--- src/rtl/activity_monitor.sv ---
// Player activity monitor: per-channel press edges, a stretched activity pulse and a BOOT/ACTIVE/IDLE tracker.
// Define ACTIVITY_DEBOUNCE_EN to put a per-channel debounce filter in front of edge detection.
module activity_monitor #(
   parameter int N_CH            = 6,
   parameter int PULSE_LEN       = 1,
   parameter int IDLE_CYCLES     = 50000000,
   parameter int DEBOUNCE_CYCLES = 4
) (
   input  logic            clk,
   input  logic            reset,
   input  logic [N_CH-1:0] s,
   output logic            R,
   output logic [N_CH-1:0] ch_hit,
   output logic            idle,
   output logic            wake
);

   localparam int PW = $clog2(PULSE_LEN + 1);
   localparam int TW = $clog2(IDLE_CYCLES + 1);
   localparam bit CFG_OK = (N_CH >= 1) && (N_CH <= 32) && (PULSE_LEN >= 1) &&
                           (IDLE_CYCLES >= 1) && (DEBOUNCE_CYCLES >= 1);

   typedef enum logic [1:0] {ST_BOOT, ST_ACTIVE, ST_IDLE} state_t;

   state_t          state_q, state_d;
   logic [N_CH-1:0] lvl;
   logic [N_CH-1:0] s_q;
   logic [N_CH-1:0] edge_c;
   logic [PW-1:0]   str_q, str_d;
   logic [TW-1:0]   tmr_q, tmr_d;
   logic            r_q, idle_q, wake_q;
   logic [N_CH-1:0] ch_hit_q;
   logic            ev;

`ifdef ACTIVITY_DEBOUNCE_EN
   localparam int DW = $clog2(DEBOUNCE_CYCLES + 1);

   logic [N_CH-1:0] acc_q, acc_d;
   logic [DW-1:0]   db_cnt_q [N_CH];
   logic [DW-1:0]   db_cnt_d [N_CH];

   // Count consecutive raw samples that disagree with the accepted level; flip once the run is long enough.
   always_comb begin
      acc_d = acc_q;
      for (int i = 0; i < N_CH; i++) begin
         db_cnt_d[i] = '0;
         if (s[i] != acc_q[i]) begin
            if (db_cnt_q[i] == DW'(DEBOUNCE_CYCLES - 1))
               acc_d[i] = s[i];
            else
               db_cnt_d[i] = db_cnt_q[i] + DW'(1);
         end
      end
   end

   always_ff @(posedge clk or negedge reset) begin
      if (!reset) begin
         acc_q <= '1;
         for (int i = 0; i < N_CH; i++) db_cnt_q[i] <= '0;
      end else begin
         acc_q <= acc_d;
         for (int i = 0; i < N_CH; i++) db_cnt_q[i] <= db_cnt_d[i];
      end
   end

   assign lvl = acc_q;
`else
   assign lvl = s;
`endif

   assign edge_c = lvl & ~s_q;
   assign ev     = (|edge_c) | (state_q == ST_BOOT);

   always_comb begin
      str_d = str_q;
      if (ev)
         str_d = PW'(PULSE_LEN);
      else if (str_q != '0)
         str_d = str_q - PW'(1);

      tmr_d = tmr_q;
      if (ev)
         tmr_d = '0;
      else if (tmr_q != TW'(IDLE_CYCLES))
         tmr_d = tmr_q + TW'(1);

      // An event on the saturating edge keeps the timer at zero, so ACTIVE wins automatically.
      state_d = state_q;
      case (state_q)
         ST_BOOT:   state_d = ST_ACTIVE;
         ST_ACTIVE: if (tmr_d == TW'(IDLE_CYCLES)) state_d = ST_IDLE;
         ST_IDLE:   if (ev) state_d = ST_ACTIVE;
         default:   state_d = ST_BOOT;
      endcase
   end

   always_ff @(posedge clk or negedge reset) begin
      if (!reset) begin
         state_q  <= ST_BOOT;
         s_q      <= '1;
         str_q    <= '0;
         tmr_q    <= '0;
         r_q      <= 1'b0;
         ch_hit_q <= '0;
         idle_q   <= 1'b0;
         wake_q   <= 1'b0;
      end else begin
         state_q  <= state_d;
         s_q      <= lvl;
         str_q    <= str_d;
         tmr_q    <= tmr_d;
         r_q      <= (str_d != '0);
         ch_hit_q <= edge_c;
         idle_q   <= (state_d == ST_IDLE);
         wake_q   <= (state_q == ST_IDLE) & ev;
      end
   end

   assign R      = r_q;
   assign ch_hit = ch_hit_q;
   assign idle   = idle_q;
   assign wake   = wake_q;

   // Parameter combinations outside the supported ranges are rejected here.
   a_cfg_ok: assert property (@(posedge clk) CFG_OK);

endmodule

--- config.mk ---
export PLATFORM = sky130hd
export DESIGN_NAME = activity_monitor
export DESIGN_NICKNAME = d
export VERILOG_FILES = /design/src/rtl/activity_monitor.sv
export SDC_FILE = /design/constraint.sdc
export NUM_CORES = 1
export LEC_CHECK = 0
export ABC_AREA = 1
export CAP_MARGIN = 20
export CORE_MARGIN = 2
export CORE_UTILIZATION = 50
export CTS_CLUSTER_SIZE = 40
export DETAILED_ROUTE_END_ITERATION = 8
export PLACE_DENSITY = 0.72
export SLEW_MARGIN = 20
export SYNTH_ARGS = -nofsm -noshare
export SYNTH_HDL_FRONTEND = slang
export SYNTH_SLANG_ARGS = --single-unit
export TNS_END_PERCENT = 1
--- constraint.sdc ---
create_clock -name clk -period 1.7 [get_ports clk]
set_clock_uncertainty 0.05 [all_clocks]
set_input_delay 0.34 -clock clk [delete_from_list [all_inputs] [get_ports clk]]
set_output_delay 0.34 -clock clk [all_outputs]
set_load 0.1 [all_outputs]
Yosys cells after proc, flatten, opt, wreduce, memory -nomap -nowiden
Index checks and enable logic that the tools add are counted.

Output and inout bits: 9. Logic and storage cells: 27. Bits in registers: 43. Bits of input ports: 8.

Multiplexer cells: 7. Reduce and logical (&&, ||, !) cells: 2. $add $sub $neg: 2. Equal/unequal tests: 5. Bitwise gates (word level): 4.

Operator list (number): $mux W26 (2); $add A26 B1 Y26 const B (1); $eq A26 B26 Y1 const B (1); $ne A26 B26 Y1 const B (1); $and A6 B6 Y6 (1); $not A6 Y6 (1); $pmux W2 S3 (1); $reduce_or A6 Y1 (1); $eq A2 B2 Y1 const B (2); $mux W2 (2); $eq A2 B1 Y1 const B (1); $logic_not A2 Y1 (1); $mux W1 (2); $and A1 B1 Y1 (1); $or A1 B1 Y1 (1); $sub A1 B1 Y1 const B (1).

Logic depth before layout (Yosys ltp)
Depth after elaboration: 9. Gate-level depth with buffers: 16. Mapped depth without buffers: 16.

Least setup slack after synthesis
No wires, ideal clock.

Path kind: reg2reg. From: reg tmr_q[0]. To: reg state_q[0]. Buffers on the path: 0. Setup slack: -0.134 ns. Data arrival time: 1.667 ns. Cell stages (with the launch flop): 17. Required time: 1.534 ns. Setup time: 0.116 ns. Path through: dfrtp_1 > ha_1 > nand2_2 > nor2_4 > nand2_2 > nor2_4 > nand2_1 > nand2_1 > inv_2 > nor2_2 > nand2_1 > nor2_1 > nand2_1 > nor2_1 > nand2_1 > nand2_1 > nand2_1.

Cells in the longest elaborated chain, start to end: 6.

RTL lines: from (decl) (line 30) `logic [TW-1:0] tmr_q, tmr_d;`; from (signal assigned) (line 111) `tmr_q <= tmr_d;`; $add A26 B1 Y26 or $ne A26 B26 Y1 (tied branches) (line 85, 84); $mux W26 (*) (line 84) `else if (tmr_q != TW'(IDLE_CYCLES))`; $mux W26 (*) (line 82) `if (ev)`; named net tmr_d[22] (line 30); $eq A26 B26 Y1 (*) (line 91) `ST_ACTIVE: if (tmr_d == TW'(IDLE_CYCLES)) state_d = ST_IDLE;`; $mux W2 (*) (line 91); $pmux W2 S3 (*) (line 89) `case (state_q)`; named net state_d[0] (line 25) `state_t state_q, state_d;`; to (signal assigned) (line 108) `state_q <= state_d;`; to (decl) (line 25).

Mark *: on every way through the listed nets, which the timed path passes. The rest lies on a longest branch.

Worst setup path after layout
From: reg s_q[0]. To: reg state_q[0].

Cells in the longest elaborated chain, start to end: 8.

RTL lines: from (decl) (line 27) `logic [N_CH-1:0] s_q;`; from (signal assigned) (line 109) `s_q <= lvl;`; $not A6 Y6 (line 71) `assign edge_c = lvl & ~s_q;`; $and A6 B6 Y6 (line 71); $reduce_or A6 Y1 (line 72) `assign ev = (|edge_c) | (state_q == ST_BOOT);`; $or A1 B1 Y1 (line 72); $mux W26 (line 82); named net tmr_d[21] (line 30); $eq A26 B26 Y1 (line 91); $mux W2 (line 91); $pmux W2 S3 (line 89); named net state_d[0] (line 25).

The timed path passes the listed nets, and every way through them passes these cells.

==> metrics.csv <==
stage,metric,value,unit
pwr,maximum resistive drop on vdd,0.6220,mV
clock_network,TritonCTS clock tree,built,
cells_and_area,number of antenna cells inserted,0,
synth,Synth Area in XOR/XNOR,0.02038,
cells_and_area,final layout net count,491,
setup_path,kind of end point of the critical path,flip-flop,
timing,final count of hold timing violations,0,
timing,setup TNS after final layout,-2.956,ns
setup_path,destination of the worst register-to-register timing path,state_q[0],
setup_path,Worst Reg-to-Reg Cells,15,
setup_path,critical register-to-register path startpoint,s_q[0],
timing,setup repair after global routing missed its margin,yes,
clock_network,clock latency of the later-clocked register in the worst-skew pair,0.30,ns
run_status,violations in the final reports,negative setup slack,
worst_hold_path,hold-critical path depth,1,
grt,GR Util All Layers,0.3036,
synth,Avg Synthesized Cell Area,6.858,sq um
pwr,power density normalized to cell area,522.9,nW/um^2
setup_path,setup slack of the most critical reg-to-reg path,-0.51,ns
timing,final worst path period need,2.212,ns
synth,Synthesized Nets,386,
run_status,result of the run,finished with violations,
timing,relative slew slack,0.7156,
timing,number of max-slew violations in the final report,0,
synth,mux share of post-synthesis cell area,0,
drt,drt first pass iters,4,
drt,via density per instance,5.042,
drt,Final Routed Wirelength,8259,um
pwr,total power after layout,2.006,mW
synth,"Seq/Total Area, Yosys",0.4202,
cells_and_area,layout cells sized above 1,0.3693,
placed_design,Final Wtd Congestion,0.8944,
clock_network,Clock Pin Slew Worst Setup and Hold Paths,0.09,ns
run,max-capacitance violation count,0,
pwr,Static Leak,1.908,nW
synth,Post-Synth Adder-Cell Area,0.009704,
cells_and_area,Fill cells,343,
synth,Compound-Gate Fraction of Synth Area,0.02329,
cells_and_area,area occupied by registers,1084,sq um
grt,wire length of the first global-routing pass,12730,um
timing,Max Clock Freq,452.1,MHz
grt,number of global-route vias before repair,2754,
clock_network,clk sink count,43,
drt,number of design-rule violations left by the first detailed-router iteration,169,
floorplan,Initial Utilization,0.5114,
cells_and_area,final non-filler cell total,552,
timing,Slew @ Worst Pin,0.4266,ns
drt,remaining design rule violation count,0,
timing,Final Worst Setup Slack,-0.5118,ns
synth,register bit total from synthesis,43,
floorplan,total I/O pin count,17,
setup_path,kind of critical path,reg2reg,
synth,combinational family with the most area after synthesis,simple AND/OR/NAND/NOR gates,
clock_network,total CTS buffers,5,
floorplan,Die Span Y,75.82,um
floorplan,floorplan row count,26,
setup_path,data arrival time of the worst path,2.36,ns
grt,gr ovfl total,0,
floorplan,Die W,75.82,um
setup_path,data required time of the worst path,1.85,ns
worst_hold_path,Hold Crit Start,s[2],
cells_and_area,relative area change from synthesis to final layout,48.81,%
grt,antenna violations before repair,0,
placed_design,Placed Instances,538,
floorplan,die area,5748,sq um
drt,final antenna-violating net count,0,
synth,Syn. warnings,0,
worst_hold_path,Worst Hold End,s_q[2],
drt,total number of vias,2783,
timing,ratio of final minimum period to clock period,1.301,
synth,fraction of the mapped netlist area in simple logic gates,0.4182,
drt,detail-routed net length per standard cell,14.96,um
setup_path,worst-path maximum fanout,7,
grt,largest net degree at the start of global routing,27,
setup_path,startpoint type of the worst setup path,flip-flop,
clock_network,H-tree depth,2,
clock_network,Max clock buf depth,2,
timing,count of final setup violators,20,
placed_design,detailed placement HPWL,5830,um
synth,synthesized cell area,2579,sq um
synth,synthesized netlist cell count,376,
worst_hold_path,path category of the worst min-delay check,in2reg,
placed_design,total of buffers placed on input and output ports,16,
synth,distinct cell type count of the synthesized netlist,22,
floorplan,Std-Cell Core Area,5042,sq um
clock_network,root buf cell,sky130_fd_sc_hd__clkbuf_8,
cells_and_area,total area of multi-input combinational cells,1386,sq um
metrics by stage:
step	util	hold slack [ns]	area [sq um]	setup WS (ns)
after floorplan	-	-0.005591	2595	-0.08782
after global placement	0.6985	0.2412	3522	-0.6304
after detailed placement	0.6985	0.2414	3522	-0.7503
after CTS	0.7471	0.4083	3767	-0.3449
after global routing	0.7610	0.4389	3837	-0.6176
final	0.7610	0.4316	3837	-0.5118
logic make-up after synthesis:
logic type	after synthesis
AO/OA/AOI/OAI	11
XOR/XNOR	6
adder cells (fa/ha/maj)	2
buffers and inverters	72
flip-flops	43
AND/OR/NAND/NOR	242
state kept, by name, summed over array words and instances (netlist names):
| signal | flops |
|---|---|
| wake | 1 |
| R | 1 |
| ch_hit | 6 |
| idle | 1 |
| state_q | 2 |
| s_q | 6 |
| tmr_q | 26 |
placed cells by master, fill, tap and decap left out:
| master | netlist | layout |
|---|---|---|
| sky130_fd_sc_hd__a21oi_1 | 1 | 1 |
| sky130_fd_sc_hd__o21ai_1 | 0 | 2 |
| sky130_fd_sc_hd__nand3_1 | 32 | 20 |
| sky130_fd_sc_hd__o21bai_1 | 2 | 2 |
| sky130_fd_sc_hd__and2_1 | 1 | 1 |
| sky130_fd_sc_hd__clkdlybuf4s50_1 | 0 | 6 |
| sky130_fd_sc_hd__nand2_1 | 112 | 100 |
| sky130_fd_sc_hd__nand4_1 | 12 | 12 |
| sky130_fd_sc_hd__buf_12 | 0 | 11 |
| sky130_fd_sc_hd__inv_1 | 63 | 58 |
| sky130_fd_sc_hd__dfstp_2 | 6 | 6 |
| sky130_fd_sc_hd__xor2_1 | 5 | 5 |
| sky130_fd_sc_hd__inv_2 | 6 | 10 |
| sky130_fd_sc_hd__inv_4 | 0 | 1 |
| sky130_fd_sc_hd__xnor2_1 | 1 | 1 |
| sky130_fd_sc_hd__dlygate4sd3_1 | 0 | 1 |
| sky130_fd_sc_hd__clkinv_2 | 0 | 1 |
| sky130_fd_sc_hd__nor3_1 | 3 | 3 |
| sky130_fd_sc_hd__nand2_2 | 7 | 17 |
| sky130_fd_sc_hd__buf_4 | 2 | 76 |
| sky130_fd_sc_hd__nand3_4 | 0 | 4 |
| sky130_fd_sc_hd__nand2_4 | 0 | 2 |
| sky130_fd_sc_hd__ha_2 | 0 | 2 |
| sky130_fd_sc_hd__nand3_2 | 1 | 9 |
| sky130_fd_sc_hd__buf_6 | 0 | 6 |
| sky130_fd_sc_hd__o21ai_0 | 8 | 6 |
| sky130_fd_sc_hd__nor2_1 | 56 | 48 |
| sky130_fd_sc_hd__clkbuf_1 | 0 | 1 |
| sky130_fd_sc_hd__buf_2 | 1 | 1 |
| sky130_fd_sc_hd__clkinvlp_4 | 0 | 1 |
| sky130_fd_sc_hd__dfrtp_1 | 37 | 37 |
| sky130_fd_sc_hd__nor2_4 | 5 | 8 |
| sky130_fd_sc_hd__clkbuf_8 | 0 | 5 |
| sky130_fd_sc_hd__nor2_2 | 13 | 18 |
synth_stat cells (all sizes together):
cell type  count  share of area
a21oi          1         0.0019
and2           1         0.0024
buf            3         0.0078
dfrtp         37           0.36
dfstp          6          0.061
ha             2         0.0097
inv           69           0.10
nand2        119           0.18
nand3         33          0.066
nand4         12          0.029
nor2          74           0.13
nor3           3         0.0058
o21ai          8          0.016
o21bai         2         0.0058
xnor2          1         0.0034
xor2           5          0.017
worst max path at each step:
stage	depth (start not counted)	endpoint	slack, ns	start
floorplan	16	state_q[0]	-0.09	tmr_q[0]
global placement	16	state_q[0]	-0.63	s[4]
detailed placement	13	idle	-0.75	s[4]
CTS	17	state_q[0]	-0.34	tmr_q[0]
global route	13	idle	-0.62	s_q[2]
finish	15	state_q[0]	-0.51	s_q[0]
per-layer routing:
layer  global-route usage  share of wire  vias up
met1               0.3635           0.41     1328
met3              0.08333          0.054       23
met5                    0              0        -
met2               0.5182           0.51       80
met4               0.1170          0.028        0
li1                     -              -     1352
power by group:
group          switching, mW  internal, mW
sequential            0.0147          1.05
clock                  0.372         0.288
combinational          0.179         0.107
worst max-delay path, cell delays in order, from the launching register on:
cell and delay [ns]:
sky130_fd_sc_hd__dfstp_2 0.53, sky130_fd_sc_hd__inv_1 0.04, sky130_fd_sc_hd__nand2_1 0.09, sky130_fd_sc_hd__o21ai_0 0.11, sky130_fd_sc_hd__inv_1 0.09, sky130_fd_sc_hd__nand2_2 0.08
sky130_fd_sc_hd__nor2_4 0.26, sky130_fd_sc_hd__nand3_1 0.21, sky130_fd_sc_hd__inv_2 0.11, sky130_fd_sc_hd__nand2_1 0.06, sky130_fd_sc_hd__nor2_2 0.11, sky130_fd_sc_hd__nand2_1 0.06
sky130_fd_sc_hd__nor2_1 0.13, sky130_fd_sc_hd__nand2_1 0.07, sky130_fd_sc_hd__nand2_1 0.06, sky130_fd_sc_hd__nand2_1 0.05
final cells by class:
| cell class | count | share of cell area |
|---|---|---|
| sequential | 43 | 0.2824 |
| tap | 70 | 0.02282 |
| clock inverter | 2 | 0.003261 |
| multi-input combinational | 261 | 0.3613 |
| clock buffer | 6 | 0.01891 |
| timing repair buffer | 101 | 0.2432 |
| inverter | 69 | 0.06814 |
what timing repair did:
action,4_1_cts,5_1_grt
endpoints found under the setup margin,17,24
cloned,0,0
setup buffers,5,0
pin swaps,16,11
hold buffers,1,0
resized for setup,30,24
hold endpoints to repair,11,0
No activity file was read; power rests on OpenSTA's default activity.
